[src/rtl/vector_issue_ctrl_pkg.sv]
// Shared opcode constants, state encoding and register-group geometry for the vector issue controller.
package vector_issue_ctrl_pkg;

  localparam int unsigned OPC_W    = 6;
  localparam int unsigned GRP_SIZE = 4;

  localparam logic [OPC_W-1:0] OPC_VXOR     = 6'b001011;
  localparam logic [OPC_W-1:0] OPC_VRGATHER = 6'b001100;
  localparam logic [OPC_W-1:0] OPC_VSLIDEUP = 6'b001110;
  localparam logic [OPC_W-1:0] OPC_VREDSUM  = 6'b000000;
  localparam logic [OPC_W-1:0] OPC_VMACC    = 6'b101101;

  typedef enum logic [2:0] {
    ST_IDLE = 3'd0,
    ST_RD1  = 3'd1,
    ST_RD2  = 3'd2,
    ST_WB   = 3'd3,
    ST_ERR  = 3'd4
  } state_e;

endpackage

[src/rtl/vector_inst_check.sv]
// Combinational opcode decode and register-group legality check.
module vector_inst_check
  import vector_issue_ctrl_pkg::*;
#(
  parameter int unsigned REG_AW = 5
) (
  input  logic [OPC_W-1:0]  opcode,
  input  logic [REG_AW-1:0] vs2,
  input  logic [REG_AW-1:0] vs1,
  input  logic [REG_AW-1:0] vd,
  input  logic              lmul,
  output logic              legal_c,
  output logic              is_vmacc_c,
  output logic              is_slide_c,
  output logic              is_red_c
);

  logic        is_xor;
  logic        is_gather;
  logic        known;
  logic        vd_al;
  logic        vs2_al;
  logic        vs1_al;
  logic        align_ok;
  logic        overlap;
  logic [31:0] grp;
  logic [31:0] vd_w;
  logic [31:0] vs2_w;

  assign is_xor     = (opcode == OPC_VXOR);
  assign is_gather  = (opcode == OPC_VRGATHER);
  assign is_slide_c = (opcode == OPC_VSLIDEUP);
  assign is_red_c   = (opcode == OPC_VREDSUM);
  assign is_vmacc_c = (opcode == OPC_VMACC);
  assign known      = is_xor | is_gather | is_slide_c | is_red_c | is_vmacc_c;

  // Group bases must sit on a group boundary when a four-register group is used.
  assign vd_al    = ((32'(vd)  % GRP_SIZE) == 32'd0);
  assign vs2_al   = ((32'(vs2) % GRP_SIZE) == 32'd0);
  assign vs1_al   = ((32'(vs1) % GRP_SIZE) == 32'd0);
  assign align_ok = !lmul || (vd_al && vs2_al && (is_slide_c || vs1_al));

  // Slide-up destination may not overlap its source group.
  assign grp     = lmul ? GRP_SIZE : 32'd1;
  assign vd_w    = 32'(vd);
  assign vs2_w   = 32'(vs2);
  assign overlap = (vd_w < vs2_w + grp) && (vs2_w < vd_w + grp);

  assign legal_c = known && align_ok && !(is_slide_c && overlap);

endmodule

[src/rtl/vector_issue_ctrl.sv]
// Vector instruction issue controller: sequences RF reads, capture and write-back per instruction.
module vector_issue_ctrl
  import vector_issue_ctrl_pkg::*;
#(
  parameter int unsigned REG_AW = 5,
  parameter int unsigned NPORT  = 8
) (
  input  logic                    clk,
  input  logic                    rst_n,
  input  logic                    vsi_valid,
  output logic                    vsi_ready,
  input  logic [31:0]             vsi_op,
  input  logic                    vsi_sew,
  input  logic                    vsi_lmul,
  output logic [31:0]             op_q,
  output logic                    sew_q,
  output logic                    lmul_q,
  output logic [NPORT-1:0]        rf_re,
  output logic [NPORT*REG_AW-1:0] rf_raddr,
  output logic                    vs_cap_en,
  output logic [3:0]              rf_we,
  output logic [REG_AW-1:0]       rf_waddr,
  output logic                    vsi_done,
  output logic                    vsi_err
);

  localparam int unsigned RAW = NPORT * REG_AW;

  state_e                state_q, state_d;
  logic [31:0]           op_r_q, op_d;
  logic                  sew_r_q, sew_d;
  logic                  lmul_r_q, lmul_d;
  logic                  is_vmacc_q, is_vmacc_d;
  logic                  is_red_q, is_red_d;
  logic                  ready_q, ready_d;
  logic [NPORT-1:0]      rf_re_q, rf_re_d;
  logic [RAW-1:0]        rf_raddr_q, rf_raddr_d;
  logic                  cap_q, cap_d;
  logic [3:0]            rf_we_q, rf_we_d;
  logic [REG_AW-1:0]     rf_waddr_q, rf_waddr_d;
  logic                  done_q, done_d;
  logic                  err_q, err_d;

  logic                  chk_legal;
  logic                  chk_vmacc;
  logic                  chk_slide;
  logic                  chk_red;
  logic [REG_AW-1:0]     in_vs2;
  logic [REG_AW-1:0]     in_vs1;
  logic [REG_AW-1:0]     in_vd;
  logic [REG_AW-1:0]     q_vd;

  assign in_vs2 = REG_AW'(vsi_op[24:20]);
  assign in_vs1 = REG_AW'(vsi_op[19:15]);
  assign in_vd  = REG_AW'(vsi_op[11:7]);
  assign q_vd   = REG_AW'(op_r_q[11:7]);

  // Decode the offered instruction so the first read can issue right after accept.
  vector_inst_check #(.REG_AW(REG_AW)) u_check (
    .opcode     (vsi_op[31:26]),
    .vs2        (in_vs2),
    .vs1        (in_vs1),
    .vd         (in_vd),
    .lmul       (vsi_lmul),
    .legal_c    (chk_legal),
    .is_vmacc_c (chk_vmacc),
    .is_slide_c (chk_slide),
    .is_red_c   (chk_red)
  );

  // Next state plus next values of every registered output.
  always_comb begin
    state_d    = state_q;
    op_d       = op_r_q;
    sew_d      = sew_r_q;
    lmul_d     = lmul_r_q;
    is_vmacc_d = is_vmacc_q;
    is_red_d   = is_red_q;
    rf_re_d    = '0;
    rf_raddr_d = '0;
    cap_d      = 1'b0;
    rf_we_d    = 4'b0000;
    rf_waddr_d = '0;
    done_d     = 1'b0;
    err_d      = 1'b0;

    case (state_q)
      ST_IDLE: begin
        if (vsi_valid) begin
          op_d       = vsi_op;
          sew_d      = vsi_sew;
          lmul_d     = vsi_lmul;
          is_vmacc_d = chk_vmacc;
          is_red_d   = chk_red;
          if (chk_legal) begin
            state_d = ST_RD1;
            for (int unsigned i = 0; i < GRP_SIZE; i++) begin
              if (vsi_lmul || i == 0) begin
                rf_re_d[i]                        = 1'b1;
                rf_raddr_d[i*REG_AW +: REG_AW]    = in_vs2 + REG_AW'(i);
              end
            end
            for (int unsigned i = 0; i < GRP_SIZE; i++) begin
              if (chk_slide) begin
                if (vsi_lmul) begin
                  rf_re_d[GRP_SIZE+i]                       = 1'b1;
                  rf_raddr_d[(GRP_SIZE+i)*REG_AW +: REG_AW] = in_vd + REG_AW'(i);
                end else if (i == GRP_SIZE - 1) begin
                  rf_re_d[GRP_SIZE+i]                       = 1'b1;
                  rf_raddr_d[(GRP_SIZE+i)*REG_AW +: REG_AW] = in_vd;
                end
              end else if (vsi_lmul || i == 0) begin
                rf_re_d[GRP_SIZE+i]                       = 1'b1;
                rf_raddr_d[(GRP_SIZE+i)*REG_AW +: REG_AW] = in_vs1 + REG_AW'(i);
              end
            end
          end else begin
            state_d = ST_ERR;
            done_d  = 1'b1;
            err_d   = 1'b1;
          end
        end
      end
      ST_RD1: begin
        if (is_vmacc_q) begin
          state_d = ST_RD2;
          cap_d   = 1'b1;
          for (int unsigned i = 0; i < GRP_SIZE; i++) begin
            if (lmul_r_q) begin
              rf_re_d[GRP_SIZE+i]                       = 1'b1;
              rf_raddr_d[(GRP_SIZE+i)*REG_AW +: REG_AW] = q_vd + REG_AW'(i);
            end else if (i == GRP_SIZE - 1) begin
              rf_re_d[GRP_SIZE+i]                       = 1'b1;
              rf_raddr_d[(GRP_SIZE+i)*REG_AW +: REG_AW] = q_vd;
            end
          end
        end else begin
          state_d    = ST_WB;
          rf_we_d    = (lmul_r_q && !is_red_q) ? 4'b1111 : 4'b0001;
          rf_waddr_d = q_vd;
          done_d     = 1'b1;
        end
      end
      ST_RD2: begin
        state_d    = ST_WB;
        rf_we_d    = (lmul_r_q && !is_red_q) ? 4'b1111 : 4'b0001;
        rf_waddr_d = q_vd;
        done_d     = 1'b1;
      end
      ST_WB:   state_d = ST_IDLE;
      ST_ERR:  state_d = ST_IDLE;
      default: state_d = ST_IDLE;
    endcase

    ready_d = (state_d == ST_IDLE);
  end

  // State and registered outputs; reset drops any in-flight instruction.
  always_ff @(posedge clk or negedge rst_n) begin
    if (!rst_n) begin
      state_q    <= ST_IDLE;
      op_r_q     <= '0;
      sew_r_q    <= 1'b0;
      lmul_r_q   <= 1'b0;
      is_vmacc_q <= 1'b0;
      is_red_q   <= 1'b0;
      ready_q    <= 1'b1;
      rf_re_q    <= '0;
      rf_raddr_q <= '0;
      cap_q      <= 1'b0;
      rf_we_q    <= 4'b0000;
      rf_waddr_q <= '0;
      done_q     <= 1'b0;
      err_q      <= 1'b0;
    end else begin
      state_q    <= state_d;
      op_r_q     <= op_d;
      sew_r_q    <= sew_d;
      lmul_r_q   <= lmul_d;
      is_vmacc_q <= is_vmacc_d;
      is_red_q   <= is_red_d;
      ready_q    <= ready_d;
      rf_re_q    <= rf_re_d;
      rf_raddr_q <= rf_raddr_d;
      cap_q      <= cap_d;
      rf_we_q    <= rf_we_d;
      rf_waddr_q <= rf_waddr_d;
      done_q     <= done_d;
      err_q      <= err_d;
    end
  end

  assign vsi_ready = ready_q;
  assign op_q      = op_r_q;
  assign sew_q     = sew_r_q;
  assign lmul_q    = lmul_r_q;
  assign rf_re     = rf_re_q;
  assign rf_raddr  = rf_raddr_q;
  assign vs_cap_en = cap_q;
  assign rf_we     = rf_we_q;
  assign rf_waddr  = rf_waddr_q;
  assign vsi_done  = done_q;
  assign vsi_err   = err_q;

endmodule
[config.mk]
export PLATFORM = sky130hd
export DESIGN_NAME = vector_issue_ctrl
export DESIGN_NICKNAME = d
export VERILOG_FILES = /design/src/rtl/vector_issue_ctrl_pkg.sv /design/src/rtl/vector_inst_check.sv /design/src/rtl/vector_issue_ctrl.sv
export SDC_FILE = /design/constraint.sdc
export NUM_CORES = 1
export LEC_CHECK = 0
export ABC_AREA = 1
export CAP_MARGIN = 5
export CORE_MARGIN = 2
export CORE_UTILIZATION = 30
export CTS_CLUSTER_DIAMETER = 100
export DETAILED_ROUTE_END_ITERATION = 10
export REMOVE_ABC_BUFFERS = 1
export SLEW_MARGIN = 20
export SYNTH_ARGS = -nofsm -noshare
export SYNTH_HDL_FRONTEND = slang
export SYNTH_SLANG_ARGS = --single-unit
[constraint.sdc]
create_clock -name clk -period 3.4 [get_ports clk]
set_clock_uncertainty 0.15 [all_clocks]
set_input_delay 0.85 -clock clk [delete_from_list [all_inputs] [get_ports clk]]
set_output_delay 0.85 -clock clk [all_outputs]
set_load 0.02 [all_outputs]
==> results of run 1 <==
-- worst max path at each step --
stage	startpoint	endpoint	slack [ns]
2_1_floorplan	vsi_lmul	rf_raddr[19]	0.32
3_3_place_gp	vsi_lmul	rf_raddr[6]	-0.24
3_5_place_dp	vsi_lmul	rf_raddr[7]	-0.27
4_1_cts	vsi_lmul	rf_raddr[9]	0.08
5_1_grt	vsi_op[9]	rf_raddr[36]	0.07
6_report	vsi_op[7]	rf_raddr[36]	0.21
-- routing by layer --
layer | GRT usage | wire [um] | vias to the layer above
met4 | 0.0591 | 229 | 0
met2 | 0.247 | 6150 | 125
met1 | 0.229 | 6670 | 1932
met5 | 0 | 0 | -
met3 | 0.0261 | 628 | 14
li1 | - | - | 2147
-- per-stage QoR --
| step | worst slack (ns) | area [um2] | util | hold WS, ns | setup TNS, ns |
|---|---|---|---|---|---|
| 3_5_place_dp | -0.275 | 6710 | 0.409 | 0.303 | -10.06 |
| 5_1_grt | 0.0690 | 7090 | 0.432 | 0.321 | 0 |
| 2_1_floorplan | 0.316 | 4840 | - | 0.259 | 0 |
| 3_3_place_gp | -0.239 | 6710 | 0.409 | 0.306 | -8.61 |
| 6_report | 0.207 | 7090 | 0.432 | 0.304 | 0 |
| 4_1_cts | 0.0769 | 7060 | 0.430 | 0.309 | 0 |
-- final cells by class --
type,instances,share of cell area
Clock buffer,10,0.0337
Clock inverter,5,0.0150
Inverter,62,0.0328
Multi-Input combinational cell,404,0.322
Sequential cell,94,0.332
Tap cell,220,0.0388
Timing Repair Buffer,166,0.226
-- state kept, by name, summed over array words and instances, names as in the netlist --
register and flops:
is_red_q 1, is_vmacc_q 1, lmul_q 1, op_q 32, rf_raddr 39, rf_re 5, rf_waddr 5, rf_we 2
sew_q 1, state_q 3, vs_cap_en 1, vsi_done 1, vsi_err 1, vsi_ready 1
-- worst max-delay path, cell delays in order --
cell,delay (ns)
clkdlybuf4s50_1,0.51
ha_1,0.18
ha_1,0.19
nand2_1,0.07
a21oi_1,0.16
xor2_1,0.16
ha_1,0.24
a21boi_0,0.12
nand2_1,0.08
nand2_1,0.08
nor2_4,0.19
nor2_8,0.08
buf_12,0.16
nand3_1,0.07
nand3_1,0.10
-- logic make-up after synthesis --
| group | after synthesis | synth area share |
|---|---|---|
| XOR/XNOR | 26 | 0.0457 |
| adder cells (fa/ha/maj) | 38 | 0.0954 |
| buffers and inverters | 88 | 0.0761 |
| AND/OR/NAND/NOR | 273 | 0.239 |
| AO/OA/AOI/OAI | 66 | 0.0721 |
| flip-flops | 94 | 0.472 |
-- cell usage after synthesis, types with 6 or more instances --
master,instances,area share
nand2_1,169,0.13
dfrtp_1,93,0.47
inv_1,58,0.044
nor2_1,43,0.032
ha_1,38,0.095
o21ai_0,38,0.038
nand3_1,22,0.022
xor2_1,20,0.035
nand4_1,15,0.019
a21oi_1,11,0.011
clkbuf_1,11,0.0083
nor2_2,8,0.010
buf_4,7,0.011
buf_2,6,0.0060
or2_2,6,0.0075
xnor2_1,6,0.011
-- timing repair --
| action | 4_1_cts | 5_1_grt |
|---|---|---|
| setup endpoints to repair | 0 | 44 |
| buffers inserted | 0 | 0 |
| gates resized for setup | 0 | 5 |
-- power by group through the flow --
| stage | registers (mW) | clock network, mW | logic (mW) |
|---|---|---|---|
| after floorplan | 1.90 | 0 | 0.568 |
| after global placement | 1.60 | 0 | 1.73 |
| after detailed placement | 1.60 | 0 | 1.74 |
| after CTS | 1.59 | 1.21 | 1.75 |
| after global routing | 1.63 | 1.26 | 1.91 |
| final | 1.59 | 1.18 | 1.73 |
==> qor.yml, run 1 <==
clocking:
  hold_buffers: 0
  clock_sinks: 94
  cts_made_buffers: 9
  cts_max_path_buffers: 2
  clk_pin_slew_worst_paths_ns: 0.06
  root_buffer: "clkbuf_16"
  clock_latency_ns: 0.35
  htree_levels: 3
  cts_tree: "yes"
sta:
  fin_crit_ns: 3.19
  finalHoldViolCount: 0
  setup_viol: 0
  drv_slew: 0
  tightest_slew_ns: 0.799
  rsz0062_at_grt: "false"
  finalCritPeriodShare: 0.939
  fmax_ghz: 0.313
  relSlewSlack: 0.468
placed_design:
  place.gp.congestion: 0.856
  dp_hpwl_um: 10100
  io_buffers: 131
  placedCellCount: 945
setup_path:
  r2r_end: "rf_raddr[32]"
  crit_path_end_kind: "flip-flop"
  reg2reg_depth: 11
  r2r_slack_ns: 1.33
  critPathKind: "primary input to flip-flop"
  startpoint_type: "primary input"
  crit_path_max_fanout: 15
  cp.arrival_ns: 3.26
  reg2reg_from: "state_q[1]"
  required_ns: 3.46
power:
  switching_share: 0.361
  power.share.sequential: 0.353
  worst_ir_drop_vdd_mv: 0.283
  total_power_mw: 4.50
  p_leak_nw: 3.53
  internal_power_mw: 2.87
  p_sw_mw: 1.62
  combPwrFrac: 0.386
  power-per-cell-area_nw_per_um2: 634
  clock_power_share: 0.262
routing:
  drc_errors: 0
  wirelength_um: 13700
  post_drt_wl_per_cell_um: 14.2
  drt_iter0_markers: 232
  drtAntennaViolNets: 0
  vias: 4218
  first_pass_iters: 6
  via_per_inst: 4.39
yosys:
  yosysWarnings: 0
  synth_cells: 585
  synth_seq_area_share: 0.472
  synth-main-ff-cell: "dfrtp_1"
  synth-async-reset-ratio: 1.00
  synth_cell_type_count: 36
  ys_seq_elements: 94
  synth_edf_count: 0
  syn_area_um2: 4980
  synth.avg_cell_area_um2: 8.52
layout:
  layout_commonest_cell: "nand2_1"
  n_antenna_cell: 0
  stdcell_count: 961
  n_fill_cell: 1624
  regArea_um2: 2350
  layout-drive-gt1-share: 0.111
  final_cell_mix: "168 x nand2_1, 129 x clkdlybuf4s50_1, 93 x dfrtp_1"
  area_growth_pct: 42.2
  nets: 812
  multiInputGateArea_um2: 2280
grt:
  grt_pass1_vias: 4231
  antenna_found_initial: 0
  grt_max_degree: 64
  track_usage: 0.161
  grt_pass1_wl_um: 22200
  gr-total-overflow: 0
floorplan:
  core_area_um2: 16400
  row_count: 47
  die-height_um: 133
  start_util: 0.304
  io_pins: 132
  dieArea_um2: 17700
  die_x_um: 133
min_path:
  worstHoldEndpoint: "rf_we[2]"
  min-delay-start: "is_red_q"
  hp-class: "flip-flop to flip-flop"
  whs_path_depth: 1
status:
  status: "finished, final reports clean"
job:
  drv_cap: 0
(Power assumes the default switching activity.)
==> inputs of run 2 (changes only) <==
Settings changed: CORE_MARGIN 2 to 5.
==> qor.yml, run 2 (synthesis results as in run 1) <==
placed_design:
  place.gp.congestion: 0.858
  placement.cell_area_um2: 6720
  dp_hpwl_um: 10600
  io_buffers: 131
setup_path:
  critPathKind: "primary input to flip-flop"
  required_ns: 3.52
  startpoint_type: "primary input"
  cp.arrival_ns: 3.30
  crit_path_end_kind: "flip-flop"
  crit_path_max_fanout: 15
layout:
  area_growth_pct: 41.3
  final_cell_mix: "168 x nand2_1, 129 x clkdlybuf4s50_1, 93 x dfrtp_1"
  layout_commonest_cell: "nand2_1"
  largest_reg_flops: 39
  stdcell_area_um2: 7040
  layout-drive-gt1-share: 0.111
  n_antenna_cell: 0
  nets: 815
clocking:
  cts_tree: "yes"
  cts_made_buffers: 9
  root_buffer: "clkbuf_16"
  htree_levels: 3
  clock_sinks: 94
  clock_latency_ns: 0.34
  clk_pin_slew_worst_paths_ns: 0.06
  cts_max_path_buffers: 2
floorplan:
  start_util: 0.303
  die-height_um: 139
  dieArea_um2: 19300
  core_area_um2: 16500
  die_x_um: 139
  row_count: 47
  io_pins: 132
sta:
  finalCritPeriodShare: 0.935
  relSlewSlack: 0.673
  rsz0062_at_grt: "false"
  drv_slew: 0
  setup_viol: 0
  finalHoldViolCount: 0
  fmax_ghz: 0.315
  tightest_slew_ns: 0.491
  fin_crit_ns: 3.18
routing:
  via_per_inst: 4.33
  drc_errors: 0
  drtAntennaViolNets: 0
  drt_iter0_markers: 297
  wirelength_um: 13700
  first_pass_iters: 4
  vias: 4183
  post_drt_wl_per_cell_um: 14.2
grt:
  track_usage: 0.146
  gr-total-overflow: 0
  grt_pass1_wl_um: 22800
  grt_max_degree: 39
  grt_pass1_vias: 4244
  antenna_found_initial: 0
power:
  total_power_mw: 4.32
  power-per-cell-area_nw_per_um2: 613
  worst_ir_drop_vdd_mv: 0.285
  p_leak_nw: 3.51
min_path:
  hp-class: "primary input to async pin"
job:
  drv_cap: 0
status:
  status: "finished, final reports clean"
[run 2: cell count changes in the layout (fill, tap and decap cells not counted), sizes merged]
cell	change
clkbuf	+1
nand3	-1
clkinv	+3
buf	+4
dlymetal6s2s	-1
inv	-1
dlygate4sd2	+1
bufinv	-2
[run 2: path summary, 6_finish.rpt]
check / startpoint / endpoint / slack [ns] / cells after the start
max in group asynchronous: rst_n / rf_raddr[13] / 2.05 / 2
worst min register to register: op_q[3] / op_q[3] / 0.33 / 2
worst min-delay path: rst_n / rf_waddr[3] / 0.31 / 1
worst max-delay path: vsi_op[20] / rf_raddr[9] / 0.22 / 15
min in group clk: op_q[3] / op_q[3] / 0.33 / 2
worst max register to register: state_q[1] / rf_raddr[32] / 1.31 / 11
[run 2: stage by stage]
stage,setup TNS [ns],worst slack [ns],utilization,cells,hold WS [ns]
global route,0,0.0139,0.428,965,0.341
global placement,-12.25,-0.328,0.408,948,0.311
floorplan,0,0.316,-,559,0.259
finish,0,0.221,0.428,965,0.314
CTS,0,0.188,0.426,964,0.328
detailed placement,-13.82,-0.380,0.408,948,0.314
[run 2: timing repair]
item / in CTS / in global routing
pin swaps: 1 / 1
gates resized for setup: 1 / 1
setup endpoints to repair: 3 / 8
buffers inserted: 0 / 1
hold buffers: 0 / 0
[run 2: layout make-up]
cell class | instances | area, um2
Timing Repair Buffer | 170 | 1630
Clock buffer | 11 | 233
Multi-Input combinational cell | 403 | 2260
Sequential cell | 94 | 2350
Inverter | 62 | 233
Tap cell | 220 | 275
Fill cell | 1670 | 9420
Clock inverter | 5 | 60.1
[run 2: routing by layer]
layer | part of all wire | routed length, um | up-vias | global-route usage
li1 | - | - | 2151 | -
met2 | 0.44 | 6080 | 112 | 0.221
met4 | 0.010 | 140 | 0 | 0.0381
met3 | 0.060 | 828 | 9 | 0.0362
met5 | 0 | 0 | - | 0
met1 | 0.49 | 6640 | 1911 | 0.209
[run 2: worst max-delay path: stages]
cell and delay (ns):
clkdlybuf4s50_1 0.46, ha_1 0.24, ha_1 0.20, nand2_1 0.07, a21oi_1 0.06, xor2_1 0.15
ha_1 0.27, a21boi_1 0.15, nand2_1 0.09, nand2_1 0.12, nor2_4 0.06, nor2_8 0.21
nand3_4 0.11, buf_12 0.17, nor2_1 0.08
[run 2: report_power, final]
group	total (mW)	internal, mW	leakage (nW)	switching (mW)
registers	1.59	1.39	1.24	0.197
logic	1.73	0.745	2.13	0.987
clock network	0.997	0.572	0.140	0.425
==> inputs of run 3 (changes only) <==
Settings changed: ABC_AREA 1 to default, CORE_MARGIN 5 to 8, GPL_ROUTABILITY_DRIVEN from default to 0.
==> qor.yml, run 3 <==
layout:
  n_antenna_cell: 0
  area_growth_pct: 44.5
  largest_reg_flops: 39
  final_cell_mix: "127 x clkdlybuf4s50_1, 103 x nand2_1, 93 x dfrtp_1"
  stdcell_count: 861
  layout_commonest_cell: "clkdlybuf4s50_1"
  n_fill_cell: 1553
  layout-drive-gt1-share: 0.0992
  nets: 715
routing:
  first_pass_iters: 5
  via_per_inst: 4.67
  post_drt_wl_per_cell_um: 16.4
  wirelength_um: 14100
  drc_errors: 0
  drt_iter0_markers: 244
  drtAntennaViolNets: 0
  vias: 4020
min_path:
  hp-class: "flip-flop to flip-flop"
  worstHoldEndpoint: "rf_we[2]"
  min-delay-start: "is_red_q"
  whs_path_depth: 1
setup_path:
  reg2reg_from: "state_q[2]"
  cp_slowest_cell: "bufbuf_16"
  path_buf_inv: 4
  crit_family: "buffers and inverters"
  critPathKind: "primary input to flip-flop"
  cp.arrival_ns: 3.36
  required_ns: 3.46
  r2r_end: "rf_raddr[34]"
  crit_chain: "dlygate4sd2_1 -> inv_1 -> buf_4 -> ha_1 -> ha_1 -> a21oi_1 -> nor2b_1 -> xnor2_1 -> ha_1 -> o22a_1 -> o31a_1 -> o21ai_4 -> bufbuf_16 -> o22ai_1"
  cp_slowest_stage_delay_ns: 0.29
  crit_path_max_fanout: 5
  r2r_slack_ns: 1.22
  crit_path_end_kind: "flip-flop"
  worst_path_most_repeated_cell: "ha_1"
  reg2reg_depth: 7
  startpoint_type: "primary input"
yosys:
  synth_top_area_frac: 0.490
  synth_seq_area_share: 0.496
  synth-main-ff-cell: "dfrtp_1"
  synth.most_common_cell: "nand2_1"
  synth_top_cell_by_area: "dfrtp_1"
  synth_cells: 497
  ys_seq_elements: 94
  synth_cell_type_count: 48
  syn_area_um2: 4750
  synth-async-reset-ratio: 1.00
  yosysWarnings: 0
  synth_edf_count: 0
  synth.avg_cell_area_um2: 9.56
  synthTopCellsByCount: "103 x nand2_1, 93 x dfrtp_1, 44 x nor2_1"
  synthTopCellsByArea: "dfrtp_1 49%, ha_1 10%, nand2_1 8.1%"
placed_design:
  io_buffers: 131
  dp_hpwl_um: 10700
  placedCellCount: 843
sta:
  drv_slew: 0
  fin_crit_ns: 3.30
  finalCritPeriodShare: 0.970
  rsz0062_at_grt: "true"
  relSlewSlack: 0.581
  setup_viol: 0
  tightest_slew_ns: 0.626
  fmax_ghz: 0.303
  finalHoldViolCount: 0
job:
  drv_cap: 0
floorplan:
  die-height_um: 142
  core_area_um2: 15700
  row_count: 46
  dieArea_um2: 20100
  start_util: 0.303
  die_x_um: 142
  io_pins: 132
grt:
  grt_pass1_vias: 4300
  antenna_found_initial: 0
  track_usage: 0.146
  gr-total-overflow: 0
  grt_max_degree: 53
  grt_pass1_wl_um: 23100
power:
  p_leak_nw: 3.18
  worst_ir_drop_vdd_mv: 0.334
  power-per-cell-area_nw_per_um2: 637
  total_power_mw: 4.37
clocking:
  clock_latency_ns: 0.35
  clock_sinks: 94
  cts_tree: "yes"
  hold_buffers: 0
  cts_made_buffers: 9
  root_buffer: "clkbuf_16"
  clk_pin_slew_worst_paths_ns: 0.07
  htree_levels: 3
  cts_max_path_buffers: 2
status:
  status: "finished, final reports clean"
run 3: cell count changes in the layout (fill, tap and decap cells not counted), sizes merged, moves of 7 or more:
cell / delta
a21oi: +11
and3: +7
inv: -42
nand2: -68
nand3: -13
nand4: -14
nor2: -9
o21ai: -22
o22ai: +16
xnor2: +16
xor2: -7
run 3: where the power goes:
group	internal [mW]	switching (mW)	total, mW	leakage [nW]
registers	1.39	0.225	1.61	1.24
logic	0.785	0.971	1.76	1.80
clock network	0.572	0.433	1.01	0.140
total	2.74	1.63	4.37	3.18
run 3: worst max-delay path by stage:
stage,start,end,slack [ns],depth (start not counted)
after floorplan,vsi_valid,rf_raddr[27],-1.28,5
after global placement,vsi_lmul,rf_raddr[14],-0.36,12
after detailed placement,vsi_lmul,rf_re[4],-0.58,12
after CTS,vsi_op[20],rf_raddr[34],0.02,12
after global routing,vsi_op[21],rf_raddr[32],-0.02,12
final,vsi_lmul,rf_raddr[32],0.10,14
run 3: cell type report:
cell class / count / area, um2 / share of cell area
Multi-Input combinational cell: 349 / 2240 / 0.327
Tap cell: 216 / 270 / 0.0394
Inverter: 21 / 78.8 / 0.0115
Sequential cell: 94 / 2350 / 0.343
Timing Repair Buffer: 165 / 1630 / 0.237
Clock inverter: 5 / 60.1 / 0.00875
Clock buffer: 11 / 233 / 0.0339
run 3: layer usage:
| layer | track usage | routed length (um) | vias up |
|---|---|---|---|
| met2 | 0.233 | 6640 | 122 |
| met3 | 0.0447 | 1010 | 22 |
| met4 | 0.0594 | 282 | 0 |
| li1 | - | - | 1935 |
| met1 | 0.181 | 6190 | 1941 |
| met5 | 0 | 0 | - |
run 3: cells by family (layout without fill, tap and decap cells):
family,Yosys count,count (layout),synth area share
adders and majority gates,38,38,0.100
muxes,3,3,0.00632
buffers and inverters,54,202,0.0503
and+or+nand+nor,191,191,0.177
DFF,94,94,0.496
AOI/OAI and AO/OA,82,82,0.106
xor gates and xnor gates,35,35,0.0645
run 3: repair_timing:
item                                    4_1_cts  5_1_grt
pin swaps                                     2        2
buffers inserted                              2        0
gates resized for setup                      10        9
gates cloned                                  1        0
endpoints found under the setup margin       48       43
run 3: per-stage QoR:
stage | utilization | cell area [um2] | setup WS, ns | TNS (ns) | hold WS (ns)
detailed placement | 0.411 | 6440 | -0.581 | -23.97 | 0.281
CTS | 0.436 | 6820 | 0.0174 | 0 | 0.296
finish | 0.439 | 6870 | 0.103 | 0 | 0.295
global placement | 0.411 | 6440 | -0.364 | -15.78 | 0.275
global route | 0.439 | 6870 | -0.0233 | -0.0725 | 0.317
floorplan | - | 4590 | -1.28 | -63.02 | 0.258
